`config.mk`:
```
export PLATFORM = sky130hd
export DESIGN_NAME = gp_block_serial_adder
export DESIGN_NICKNAME = d
export VERILOG_FILES = /design/src/rtl/gp_block_serial_adder.sv
export SDC_FILE = /design/constraint.sdc
export NUM_CORES = 1
export LEC_CHECK = 0
export ABC_AREA = 0
export BUFFER_PORTS_ARGS = -buffer_cell sky130_fd_sc_hd__buf_2
export CORE_MARGIN = 10
export CORE_UTILIZATION = 35
export DETAILED_ROUTE_END_ITERATION = 10
export GPL_TIMING_DRIVEN = 0
export PLACE_DENSITY = 0.55
export REMOVE_ABC_BUFFERS = 1
export SLEW_MARGIN = 20
export SYNTH_ARGS = -nofsm -noshare
export SYNTH_HDL_FRONTEND = slang
export SYNTH_SLANG_ARGS = --single-unit
```
`constraint.sdc`:
```
create_clock -name clk_i -period 5.8 [get_ports clk_i]
set_clock_uncertainty 0.2 [all_clocks]
set_input_delay 0 -clock clk_i [delete_from_list [all_inputs] [get_ports clk_i]]
set_output_delay 0 -clock clk_i [all_outputs]
set_load 0.1 [all_outputs]
```
`src/rtl/gp_block_serial_adder.sv`:
```
// gp_block_serial_adder
// Serial adder/subtractor built on per-bit generate/propagate. It processes
// one BLOCK-bit slice per clock, LSB slice first, and keeps the inter-slice
// carry in a register. It returns the sum, carry-out, signed overflow, a zero
// flag, and the word-level group generate/propagate.
//
// Ports
//   clk_i     rising-edge clock
//   rst_i     synchronous, active-high reset
//   start_i   operation request; sampled only in IDLE/DONE
//   sub_i     0: a+b+cin, 1: a-b (b inverted, carry-in forced to 1)
//   a_i, b_i  WIDTH-bit operands
//   cin_i     carry-in for add mode
//   busy_o    high while slices are being processed
//   done_o    one-cycle pulse when the result outputs update
//   sum_o     WIDTH-bit result
//   cout_o    carry out of the MSB (1 = no borrow in sub mode)
//   ovf_o     signed overflow
//   zero_o    sum == 0
//   g_out_o   word group generate (carry-independent)
//   p_out_o   word group propagate (AND of all bit propagates)
module gp_block_serial_adder #(
  parameter int unsigned WIDTH = 32,
  parameter int unsigned BLOCK = 8
) (
  input  logic             clk_i,
  input  logic             rst_i,
  input  logic             start_i,
  input  logic             sub_i,
  input  logic [WIDTH-1:0] a_i,
  input  logic [WIDTH-1:0] b_i,
  input  logic             cin_i,
  output logic             busy_o,
  output logic             done_o,
  output logic [WIDTH-1:0] sum_o,
  output logic             cout_o,
  output logic             ovf_o,
  output logic             zero_o,
  output logic             g_out_o,
  output logic             p_out_o
);

  localparam int unsigned NBLK = WIDTH / BLOCK;
  localparam int unsigned IDXW = (NBLK > 1) ? $clog2(NBLK) : 1;

  if ((BLOCK == 0) || (BLOCK > WIDTH) || ((WIDTH % BLOCK) != 0)) begin : g_bad_params
    $error("gp_block_serial_adder: WIDTH must be a non-zero multiple of BLOCK");
  end

  typedef enum logic [1:0] {
    IDLE = 2'd0,
    RUN  = 2'd1,
    DONE = 2'd2
  } state_e;

  state_e            state_q;
  logic [WIDTH-1:0]  a_q;
  logic [WIDTH-1:0]  b_q;
  logic [WIDTH-1:0]  res_q;
  logic              carry_q;
  logic [IDXW-1:0]   idx_q;
  logic              gacc_q;
  logic              pacc_q;

  logic [BLOCK-1:0]       sl_sum;
  logic                   sl_cout;
  logic                   sl_cmsb;
  logic                   sl_g;
  logic                   sl_p;
  logic [WIDTH+BLOCK-1:0] res_cat;
  logic [WIDTH-1:0]       res_d;
  logic                   gacc_d;
  logic                   pacc_d;
  logic                   last_slice;

  // Ripple one slice. The low BLOCK bits of the operand shift registers hold the current slice.
  always_comb begin : slice_comb
    logic c;
    logic gi;
    logic pi;
    c       = carry_q;
    gi      = 1'b0;
    pi      = 1'b0;
    sl_sum  = '0;
    sl_g    = 1'b0;
    sl_p    = 1'b1;
    sl_cmsb = 1'b0;
    for (int i = 0; i < int'(BLOCK); i++) begin
      gi        = a_q[i] & b_q[i];
      pi        = a_q[i] ^ b_q[i];
      sl_sum[i] = pi ^ c;
      if (i == int'(BLOCK) - 1) begin
        sl_cmsb = c;
      end
      c    = gi | (pi & c);
      // Running form of OR_i(g_i & p of every higher bit in the slice).
      sl_g = gi | (pi & sl_g);
      sl_p = sl_p & pi;
    end
    sl_cout = c;
  end

  // Slice sums enter at the top of the result register, so after NBLK slices the LSB slice sits at bit 0.
  assign res_cat    = {sl_sum, res_q};
  assign res_d      = res_cat[WIDTH+BLOCK-1:BLOCK];
  assign gacc_d     = sl_g | (sl_p & gacc_q);
  assign pacc_d     = pacc_q & sl_p;
  assign last_slice = (idx_q == IDXW'(NBLK - 1));

  // Control and datapath registers. Visible outputs only change on the last slice or on reset.
  always_ff @(posedge clk_i) begin
    if (rst_i) begin
      state_q <= IDLE;
      a_q     <= '0;
      b_q     <= '0;
      res_q   <= '0;
      carry_q <= 1'b0;
      idx_q   <= '0;
      gacc_q  <= 1'b0;
      pacc_q  <= 1'b0;
      busy_o  <= 1'b0;
      done_o  <= 1'b0;
      sum_o   <= '0;
      cout_o  <= 1'b0;
      ovf_o   <= 1'b0;
      zero_o  <= 1'b0;
      g_out_o <= 1'b0;
      p_out_o <= 1'b0;
    end else begin
      case (state_q)
        IDLE, DONE: begin
          done_o <= 1'b0;
          if (start_i) begin
            a_q     <= a_i;
            b_q     <= sub_i ? ~b_i : b_i;
            carry_q <= sub_i | cin_i;
            res_q   <= '0;
            idx_q   <= '0;
            gacc_q  <= 1'b0;
            pacc_q  <= 1'b1;
            busy_o  <= 1'b1;
            state_q <= RUN;
          end else begin
            state_q <= IDLE;
          end
        end
        RUN: begin
          a_q     <= a_q >> BLOCK;
          b_q     <= b_q >> BLOCK;
          res_q   <= res_d;
          carry_q <= sl_cout;
          gacc_q  <= gacc_d;
          pacc_q  <= pacc_d;
          idx_q   <= idx_q + IDXW'(1);
          if (last_slice) begin
            sum_o   <= res_d;
            cout_o  <= sl_cout;
            ovf_o   <= sl_cmsb ^ sl_cout;
            zero_o  <= (res_d == '0);
            g_out_o <= gacc_d;
            p_out_o <= pacc_d;
            busy_o  <= 1'b0;
            done_o  <= 1'b1;
            state_q <= DONE;
          end
        end
        default: begin
          busy_o  <= 1'b0;
          done_o  <= 1'b0;
          state_q <= IDLE;
        end
      endcase
    end
  end

endmodule

```
After elaboration in Yosys (flattened, before gate mapping). Index checks and enable logic that the tools add are counted. Widths: inputs -> output; s select.

Equal/unequal tests: 5. Shift-type cells: 0. Div/mod/pow operators: 0. Order comparisons: 0. Multipliers: 0. Multiplexer cells: 20. Add/sub/neg operators: 1. Reduce and logical (&&, ||, !) cells: 8. Bitwise logic cells: 68.

Operators with widths (number): $pmux 32 s2 (3); $mux 32 (4); $and 1x1->1 (32); $logic_not 32->1 (1); $not 32->32 (1); $or 1x1->1 (17); $xor 1x1->1 (17); $pmux 1 s2 (4); $pmux 2 s2 (2); $reduce_and 2->1 (3); $mux 1 (5); $eq 2x2->1 const B (2); $mux 2 (2); $ne 2x2->1 const B (2); $reduce_or 2->1 (2); $add 2x1->2 const B (1); $eq 2x1->1 const B (1); $logic_not 2->1 (1); $reduce_bool 2->1 (1); $not 1->1 (1).

RAM bits: 0. Logic and storage cells: 118. Output and inout bits: 39. Bits in latches: 0. Bits in registers: 142. ROM bits: 0. Memories kept: 0.

Depth between registers and ports, before layout. Gate-level depths: netlist (run 1).

Depth after elaboration: 18. Gate-level depth with buffers: 14. Gate-level depth less buffers: 14.

Worst setup path before layout (run 1). Ideal clock, no wire load.

Path kind: reg2reg. From: reg a_q[0]. To: reg zero_o. Data required time: 5.530 ns. Data arrival time: 3.689 ns. Clock period less this slack: 3.959 ns. Stages on the path, launching flop included: 15. Path slack: 1.841 ns. Buffers on the path: 0. Cells stage by stage: dfxtp_1 -> fa_1 -> inv_1 -> fa_1 -> fa_1 -> fa_1 -> fa_1 -> inv_1 -> fa_1 -> fa_1 -> inv_1 -> fa_1 -> nand4_1 -> or4_1 -> a21oi_1.

Word-level cells in the longest chain between the ends: 17.

Ends and longest elaborated chain: from (decl) (RTL line 57) `logic [WIDTH-1:0] a_q;`; from (signal assigned) (RTL line 134) `a_q <= a_i;`; from (signal assigned) (RTL line 148) `a_q <= a_q >> BLOCK;`; $xor 1x1->1 (RTL line 90) `pi = a_q[i] ^ b_q[i];`; $and 1x1->1 (RTL line 95) `c = gi | (pi & c);`; $or 1x1->1 (RTL line 95); $and 1x1->1 (RTL line 95); $or 1x1->1 (RTL line 95); $and 1x1->1 (RTL line 95); $or 1x1->1 (RTL line 95); $and 1x1->1 (RTL line 95); $or 1x1->1 (RTL line 95); $and 1x1->1 (RTL line 95); $or 1x1->1 (RTL line 95); $and 1x1->1 (RTL line 95); $or 1x1->1 (RTL line 95); $and 1x1->1 (RTL line 95); $or 1x1->1 (RTL line 95); $xor 1x1->1 (RTL line 91) `sl_sum[i] = pi ^ c;`; $logic_not 32->1 (*) (RTL line 159) `zero_o <= (res_d == '0);`; to (signal assigned) (RTL line 159); to (decl) (RTL line 38) `output logic zero_o,`.

Every way passes the cells marked *; elsewhere a longest branch is shown, timed or not. A chain may end at the register's enable or synchronous reset.

Worst setup path in the final report (run 1).
From: reg b_q[0]. To: reg zero_o.

Word-level cells in the longest chain between the ends: 17.

Ends and longest elaborated chain: from (decl) (RTL line 58) `logic [WIDTH-1:0] b_q;`; from (signal assigned) (RTL line 135) `b_q <= sub_i ? ~b_i : b_i;`; from (signal assigned) (RTL line 149) `b_q <= b_q >> BLOCK;`; $xor 1x1->1 (RTL line 90); $and 1x1->1 (RTL line 95); $or 1x1->1 (RTL line 95); $and 1x1->1 (RTL line 95); $or 1x1->1 (RTL line 95); $and 1x1->1 (RTL line 95); $or 1x1->1 (RTL line 95); $and 1x1->1 (RTL line 95); $or 1x1->1 (RTL line 95); $and 1x1->1 (RTL line 95); $or 1x1->1 (RTL line 95); $and 1x1->1 (RTL line 95); $or 1x1->1 (RTL line 95); $and 1x1->1 (RTL line 95); $or 1x1->1 (RTL line 95); $xor 1x1->1 (RTL line 91); $logic_not 32->1 (*) (RTL line 159).

Marks and branches as above.

==> impl_metrics.yaml, run 1 <==
pwr:
  clockPowerShare_pct: 43.9
  ir_worst_vdd_mv: 0.225
  switching_share_pct: 24.1
  p_sw_w: 0.000560
  seq_power_share_pct: 43.1
  p_leak_nw: 2.96
  power_density_nw_per_um2: 318
  power_w: 0.00232
  internal-power_w: 0.00176
  p_comb_share_pct: 13.0
clocking:
  ctsResizeCount: 0
  cts_hold_buf: 67
  clock_latency_ps: 420
  clock-root-buffer: "clkbuf_16"
  clockBufferDepth: 2
  cts.sinks: 134
  postCtsSetupBuffers: 0
  clkTransAtPathRegs_ps: 50
  htreeDepth: 4
  cts_tree: "done"
  cts_buffers: 17
grt:
  grt_pass1_wl_um: 24000
  antenna_found_initial: 0
  grt_max_degree: 68
  grt_pass1_vias: 4840
  overflow: 0
  grt_usage_pct: 14.4
place:
  gp_congestion: 0.784
  place.port_buffers: 107
  dpl-instance-area_um2: 6090
  dp.cells: 864
  dp.final_hpwl_um: 9740
synthesis:
  synth_most_common_cell: "dfxtp_1"
  synth_compound_area_share_pct: 18.4
  ys.warnings.count: 0
  async_reset_ff_share_pct: 0
  synth_cell_types: 36
  yosys-top-cells-count: "dfxtp_1 (134), nor2_1 (111), nand2_1 (65)"
  ys_seq_area_share_pct: 49.4
  synth_top_family_by_area: "compound AO/OA/AOI/OAI gates"
  synth_mux_area_share_pct: 0
  ys.flop_type: "dfxtp_1"
  syn_area_per_cell_um2: 8.84
  synth_fa_ha_area_share_pct: 5.02
  synthTopCellsByArea: "dfxtp_1 (49%), nor2_1 (7.7%), nand2_1 (4.5%), xnor2_1 (4.0%), a221oi_1 (3.9%)"
  ys_seq_elements: 134
  yosysTopAreaCell: "dfxtp_1"
  synth_edf_count: 0
  synthSimpleGateAreaFrac_pct: 17.1
  synth_top_cell_area_share_pct: 49.4
  synth-xor-area-share_pct: 5.32
  syn_area_um2: 5440
  syn_inst: 615
route:
  detail_route.vias_per_cell: 5.04
  route.detailed.drc: 0
  routed_wl_um: 14700
  drtPass1Iterations: 5
  dr.first_iter.drc_count: 212
  antenna_left: 0
  vias: 4833
  wl_per_cell_um: 15.3
die:
  die_h_um: 145
  ios: 108
  die-area_um2: 20900
  rows: 45
  core_um2: 15200
  start_util_pct: 35.8
  die_x_um: 145
timing:
  timing.setup.tns_ps: 0
  slew_violations: 0
  fin_crit_sh_pct: 74.9
  worstMarginPinSlew_ps: 1040
  hold_violations: 0
  max_freq_mhz: 230
  max_slew_margin_pct: 30.5
  rsz0062_at_grt: "no"
  setup_viol: 0
  min_period_ps: 4340
finish:
  nFillCells: 1433
  final_cell_area_um2: 7320
  layout-drive-gt1-share_pct: 18.5
  multiInputGateArea_um2: 2510
  nNetsFinal: 848
  regArea_um2: 2680
  areaGrowthSynthToFinish_pct: 34.6
  finalNonFillerCells: 959
  antenna_cells: 0
setup_path:
  crit_path_max_fanout: 3
  path_class: "reg -> reg"
  worstPathRequired_ps: 5940
  critPathArrivalTime_ps: 4490
  crit_path_end_kind: "flip-flop"
  cp-start-kind: "flip-flop"
job:
  cap_violations: 0
worst_hold_path:
  hp-class: "in -> reg"
outcome:
  outcome: "finished clean"
[through the flow]
stage / setup slack, ps / util [%] / hold slack [ps]
5_1_grt: 1240 / 48.1 / 188
6_report: 1460 / 48.1 / 180
3_3_place_gp: 1480 / 39.5 / 51.6
3_5_place_dp: 1450 / 40.1 / 55.3
4_1_cts: 1430 / 48.1 / 146
2_1_floorplan: 1840 / - / -131
[power groups by stage]
stage | Clock (W) | Combinational (W) | Sequential, W
finish | 0.00102 | 0.000303 | 0.00100
global route | 0.00108 | 0.000340 | 0.00101
CTS | 0.00105 | 0.000306 | 0.00100
detailed placement | 0 | 0.000269 | 0.00102
global placement | 0 | 0.000257 | 0.00102
floorplan | 0 | 0.000163 | 0.00102
[cell families after synthesis]
group | count (synthesis)
fa+ha+maj | 17
flops | 134
buf+inv | 64
simple gates | 221
xor+xnor | 33
compound gates | 146
[state kept, by name, summed over array words and instances (netlist names)]
| register | count |
|---|---|
| a_q | 32 |
| b_q | 32 |
| busy_o | 1 |
| carry_q | 1 |
| cout_o | 1 |
| done_o | 1 |
| g_out_o | 1 |
| gacc_q | 1 |
| idx_q | 2 |
| ovf_o | 1 |
| p_out_o | 1 |
| pacc_q | 1 |
| res_q | 24 |
| state_q | 2 |
| sum_o | 32 |
| zero_o | 1 |
[routing by layer]
layer / GRT usage [%] / wire [um]
met4: 4.95 / 282
met1: 17.7 / 6760
met2: 22.9 / 6780
met5: 0 / 0
met3: 5.02 / 879
[worst max-delay path, stage by stage, from the launching register on]
cell and delay, ps:
dfxtp_1 430, fa_1 200, inv_1 50, fa_1 370, fa_1 390, fa_1 410, fa_1 380, inv_1 80
fa_1 180, fa_1 210, inv_1 70, fa_1 530, nand4_1 110, or4_1 510, a21oi_1 170
[path summary, 6_finish.rpt]
path | start | end | slack, ps | depth (start not counted)
hold reg to reg | sum_o[22] | sum_o[22] | 250 | 2
hold / removal | a_i[30] | a_q[30] | 180 | 4
setup / recovery | b_q[0] | zero_o | 1460 | 14
setup reg to reg | b_q[0] | zero_o | 1460 | 14
[layout by cell type (no fill, tap or decap), types with 14 or more instances in the layout]
master / count
nor3_1: 21
xnor2_1: 25
nor2_1: 111
clkbuf_16: 17
inv_1: 15
nand2_1: 65
dlygate4sd3_1: 67
buf_2: 106
a21oi_1: 40
o22ai_1: 25
a221oi_1: 24
dfxtp_1: 134
a22o_1: 14
a22oi_1: 22
[layout make-up]
cell class                      instances  area share (%)
Multi-Input combinational cell        417            34.3
Sequential cell                       134            36.7
Clock buffer                           23            6.53
Timing Repair Buffer                  177            17.5
Clock inverter                          5            1.03
Tap cell                              188            3.22
Inverter                               15           0.770
No activity file was read; power rests on OpenSTA's default activity.
==> run 2, diff against run 1 <==
==> constraint.sdc (replaced) <==
create_clock -name clk_i -period 4.1 [get_ports clk_i]
set_clock_uncertainty 0.2 [all_clocks]
set_input_delay 0 -clock clk_i [delete_from_list [all_inputs] [get_ports clk_i]]
set_output_delay 0 -clock clk_i [all_outputs]
set_load 0.1 [all_outputs]
==> run 2 against run 1 <==
Compared with the run above:
- sequential power rose by 42%
- sequential cell count did not move
- first-iteration DRC count rose by 25%
- utilization rose by 0.25 points
- global-route usage barely moved
- clock power rose by 41%
- die area did not move
- wire length rose by 0.64%
- via count rose by 0.43%
==> impl_metrics.yaml, run 2 (synthesized netlist as in run 1, its figures left out) <==
outcome:
  outcome: "finished clean"
setup_path:
  cp_slowest_cell: "fa_1"
  path_cells: "fa_1 -> inv_1 -> fa_2 -> fa_2 -> fa_2 -> fa_2 -> inv_2 -> fa_2 -> fa_2 -> inv_1 -> fa_1 -> nand4_1 -> or4_4 -> a21oi_2"
  critPathArrivalTime_ps: 4160
  cp-start-kind: "flip-flop"
  cp_common_cell: "fa_2"
  crit_path_max_fanout: 3
  r2r_slack_ps: 80
  worstPathRequired_ps: 4250
  critPathMaxStageDelay_ps: 530
  path_class: "reg -> reg"
  crit_path_end_kind: "flip-flop"
timing:
  slew_violations: 0
  min_period_ps: 4020
  timing.setup.tns_ps: 0
  setup_viol: 0
  worstMarginPinSlew_ps: 1040
  max_slew_margin_pct: 30.6
  hold_violations: 0
  worst_slack_ps: 83.6
  rsz0062_at_grt: "yes"
  fin_crit_sh_pct: 98.0
  max_freq_mhz: 249
finish:
  multiInputGateArea_um2: 2530
  layout-drive-gt1-share_pct: 20.1
  nNetsFinal: 849
  regArea_um2: 2690
  layout_commonest_cell: "dfxtp_1"
  largestRegisters: "a_q x32, b_q x32, sum_o x32"
  areaGrowthSynthToFinish_pct: 35.3
  nFillCells: 1428
  layout_common_cells: "dfxtp_1 (132), nor2_1 (111), buf_2 (106)"
  antenna_cells: 0
route:
  antenna_left: 0
  routed_wl_um: 14800
  wl_per_cell_um: 15.4
  dr.first_iter.drc_count: 265
  route.detailed.drc: 0
  detail_route.vias_per_cell: 5.06
  drtPass1Iterations: 4
  vias: 4854
pwr:
  power_density_nw_per_um2: 448
  p_leak_nw: 2.97
  power_w: 0.00330
  internal-power_w: 0.00250
  ir_worst_vdd_mv: 0.320
  p_comb_share_pct: 13.2
  seq_power_share_pct: 43.0
  p_sw_w: 0.000797
  switching_share_pct: 24.2
  clockPowerShare_pct: 43.8
clocking:
  clock_latency_ps: 420
  clkTransAtPathRegs_ps: 50
  clockBufferDepth: 2
  cts_tree: "done"
  clock-root-buffer: "clkbuf_16"
  htreeDepth: 4
  cts.sinks: 134
  cts_buffers: 17
grt:
  antenna_found_initial: 0
  overflow: 0
  grt_max_degree: 68
  grt_pass1_wl_um: 24000
  grt_pass1_vias: 4845
  grt_usage_pct: 14.4
place:
  gp_congestion: 0.784
  dp.final_hpwl_um: 9740
  place.port_buffers: 107
  dp_worst_setup_slack_ps: -251
job:
  cap_violations: 0
die:
  start_util_pct: 35.8
  rows: 45
  die_x_um: 145
  ios: 108
  core_um2: 15200
  die-area_um2: 20900
  die_h_um: 145
worst_hold_path:
  hp-class: "in -> reg"
run 2: path summary, 6_finish.rpt:
| path | startpoint | endpoint | cells after the start |
|---|---|---|---|
| min reg2reg | sum_o[6] | sum_o[6] | 2 |
| max reg2reg | a_q[0] | zero_o | 14 |
| max | a_q[0] | zero_o | 14 |
| min | a_i[25] | a_q[25] | 4 |
run 2: area by class of cell:
cell class,count,share of cell area [%]
flip-flops and latches,134,36.6
inverters,15,0.766
clock buffers,23,6.50
repair buffers,178,17.5
clock inverters,5,1.02
well taps,188,3.20
multi-input cells,417,34.4
run 2: power by group through the flow:
stage               clock (W)  sequential, W  combinational, W
floorplan                   0        0.00144          0.000231
global route          0.00153        0.00142          0.000488
CTS                   0.00148        0.00142          0.000439
global placement            0        0.00144          0.000363
detailed placement          0        0.00144          0.000381
finish                0.00144        0.00142          0.000436
run 2: through the flow:
step           utilization, %  hold WS [ps]  instance area (um^2)  cells
2_1_floorplan               -          -131                  5230    566
3_3_place_gp             39.5          51.6                  6000    861
3_5_place_dp             40.1          55.3                  6090    864
4_1_cts                  48.4           146                  7350    960
5_1_grt                  48.4           188                  7350    960
6_report                 48.4           177                  7350    960
run 2: critical path: cells and delay by family (launching register included):
kind                     cells  cell delay [ps]
adder cells (fa/ha/maj)      8             2480
AND/OR/NAND/NOR              2              610
flip-flops                   1              360
buffers and inverters        3              180
AO/OA/AOI/OAI                1              120
run 2: timing repair:
| item | 4_1_cts | 5_1_grt |
|---|---|---|
| buffers inserted | 1 | 0 |
| hold buffers | 67 | 0 |
| endpoints found under the hold margin | 99 | 0 |
| setup endpoints to repair | 1 | 1 |
| gates resized for setup | 13 | 0 |
| pin swaps | 4 | 2 |
run 2: per-layer routing:
| metal | vias up | track usage (%) | part of all wire [%] |
|---|---|---|---|
| met3 | 18 | 5.02 | 5.9 |
| met1 | 2279 | 17.7 | 46 |
| li1 | 2436 | - | - |
| met4 | 0 | 4.95 | 1.6 |
| met5 | - | 0 | 0 |
| met2 | 121 | 23.0 | 47 |
==> run 3, diff against run 2 <==
--- a/config.mk
+++ b/config.mk
@@ -7,11 +7,13 @@
 export LEC_CHECK = 0
 export ABC_AREA = 0
 export BUFFER_PORTS_ARGS = -buffer_cell sky130_fd_sc_hd__buf_2
+export CELL_PAD_IN_SITES_DETAIL_PLACEMENT = 2
+export CELL_PAD_IN_SITES_GLOBAL_PLACEMENT = 2
 export CORE_MARGIN = 10
-export CORE_UTILIZATION = 35
+export CORE_UTILIZATION = 33
 export DETAILED_ROUTE_END_ITERATION = 10
 export GPL_TIMING_DRIVEN = 0
-export PLACE_DENSITY = 0.55
+export PLACE_DENSITY = 0.8
 export REMOVE_ABC_BUFFERS = 1
 export SLEW_MARGIN = 20
 export SYNTH_ARGS = -nofsm -noshare
==> run 3 against run 2 <==
Compared with the run above:
- the run now ends with setup timing left
- total power grew 13%
- die area grew 5.2%
- combinational power grew 22%
- maximum frequency shrank 4.9%
- sequential cell count is the same
- final cell count grew 5.3%
- worst setup slack lost 210 ps
- first-iteration DRC count shrank 5.7%
- critical endpoint unchanged
- largest power group unchanged
==> impl_metrics.yaml, run 3 (synthesized netlist as in run 1, its figures left out) <==
outcome:
  outcome: "finished with violations"
  violations: "setup timing"
setup_path:
  critPathArrivalTime_ps: 4390
  cp.depth: 14
  cpLargestDelayFamily: "adder cells"
  worstRegToRegCells: 14
  reg2reg_to: "zero_o"
  cp_slowest_cell: "or4_4"
  r2r_slack_ps: -120
  crit_path_end_kind: "flip-flop"
  path_cells: "fa_1 -> inv_1 -> fa_2 -> fa_2 -> fa_2 -> fa_2 -> inv_2 -> fa_2 -> fa_2 -> inv_2 -> fa_1 -> nand4_1 -> or4_4 -> a21oi_2"
  cp_common_cell: "fa_2"
  cp-start-kind: "flip-flop"
  worstPathRequired_ps: 4270
  critPathMaxStageDelay_ps: 530
  crit_buf_inv: 3
  path_class: "reg -> reg"
  rr_startpoint: "b_q[0]"
  crit_path_max_fanout: 2
clocking:
  htreeDepth: 4
  cts_buffers: 17
  clkTransAtPathRegs_ps: 60
  clockBufferDepth: 2
  clock-root-buffer: "clkbuf_16"
  cts_tree: "done"
  cts.sinks: 134
  clock_latency_ps: 440
finish:
  final_cell_area_um2: 7730
  areaGrowthSynthToFinish_pct: 42.3
  nNetsFinal: 868
  layout-drive-gt1-share_pct: 21.1
  nFillCells: 1717
  largestRegisters: "a_q x32, b_q x32, sum_o x32"
  layout_commonest_cell: "dfxtp_1"
  layout_common_cells: "dfxtp_1 (132), nor2_1 (110), buf_2 (106)"
  antenna_cells: 0
timing:
  fin_crit_sh_pct: 103
  rsz0062_at_grt: "yes"
  setup_viol: 1
  worstMarginPinSlew_ps: 1010
  min_period_ps: 4220
  max_freq_mhz: 237
  worst_slack_ps: -124
  hold_violations: 0
  slew_violations: 0
  max_slew_margin_pct: 32.6
  hold_ws_ps: 168
pwr:
  clockPowerShare_pct: 47.4
  seq_power_share_pct: 38.3
  power_density_nw_per_um2: 481
  switching_share_pct: 25.9
  ir_worst_vdd_mv: 0.316
  p_sw_w: 0.000963
  p_leak_nw: 3.15
  p_comb_share_pct: 14.3
  internal-power_w: 0.00276
grt:
  grt_pass1_wl_um: 35600
  grt_usage_pct: 20.6
  overflow: 0
  grt_max_degree: 56
  grt_pass1_vias: 6268
  antenna_found_initial: 0
place:
  dp.final_hpwl_um: 12100
  dpl-instance-area_um2: 6170
  place.port_buffers: 107
  dp_worst_setup_slack_ps: -301
  gp_congestion: 0.774
die:
  core_um2: 16000
  die_x_um: 148
  rows: 46
  start_util_pct: 34.0
  die-area_um2: 22000
  die_h_um: 148
  ios: 108
route:
  dr.first_iter.drc_count: 250
  route.detailed.drc: 0
  vias: 5310
  routed_wl_um: 22400
  drtPass1Iterations: 5
  detail_route.vias_per_cell: 5.25
  wl_per_cell_um: 22.2
  antenna_left: 0
worst_hold_path:
  hp-class: "in -> reg"
  min_to: "a_q[26]"
  holdPathStages: 4
  min_from: "a_i[26]"
job:
  cap_violations: 0
[run 3: cell count changes in the layout (fill, tap and decap cells not counted), sizes merged]
cell         before  now
buf             111  116
clkbuf           23   19
clkinv            3    5
dlygate4sd3      67   81
clkinvlp          0    2
bufinv            2    6
[run 3: power by group through the flow]
| stage | Clock [W] | Sequential, W | Combinational [W] |
|---|---|---|---|
| 4_1_cts | 0.00178 | 0.00142 | 0.000495 |
| 3_5_place_dp | 0 | 0.00145 | 0.000410 |
| 3_3_place_gp | 0 | 0.00144 | 0.000367 |
| 2_1_floorplan | 0 | 0.00144 | 0.000231 |
| 6_report | 0.00176 | 0.00142 | 0.000533 |
| 5_1_grt | 0.00185 | 0.00143 | 0.000576 |
[run 3: layout make-up]
cell class / count / area [um^2] / share of cell area [%]
Clock buffer: 19 / 443 / 5.73
Tap cell: 216 / 270 / 3.49
Clock inverter: 13 / 228 / 2.94
Multi-Input combinational cell: 417 / 2530 / 32.8
Timing Repair Buffer: 197 / 1510 / 19.6
Inverter: 15 / 56.3 / 0.728
Sequential cell: 134 / 2690 / 34.8
[run 3: worst min-delay path, cell delays in order]
cell and delay (ps):
dlygate4sd3_1 520, buf_2 100, a22oi_1 70, nor2_1 80
[run 3: routing by layer]
layer | global-route usage, % | vias up | routed length, um
li1 | - | 2473 | -
met1 | 21.7 | 2648 | 8740
met2 | 37.9 | 140 | 11900
met3 | 5.43 | 49 | 1070
met4 | 8.47 | 0 | 657
met5 | 0 | - | 0
[run 3: timing repair]
item,in CTS,in global routing
pin swaps,5,4
resized for setup,12,2
hold buffers,82,0
endpoints found under the setup margin,1,1
buffers inserted,2,2
endpoints found under the hold margin,106,0
[run 3: worst max path at each step]
stage | from | endpoint | slack, ps
floorplan | a_q[0] | zero_o | 140
global placement | b_q[0] | zero_o | -230
detailed placement | b_q[0] | zero_o | -300
CTS | b_q[0] | zero_o | -20
global route | a_q[0] | zero_o | -220
finish | b_q[0] | zero_o | -120
[run 3: metrics by stage]
step	util, %	total power (W)	setup TNS [ps]	instances
after floorplan	-	0.00167	0	566
after global placement	37.7	0.00181	-227	889
after detailed placement	38.6	0.00186	-301	893
after CTS	48.2	0.00369	-23.2	1009
after global routing	48.3	0.00385	-216	1011
final	48.3	0.00372	-124	1011
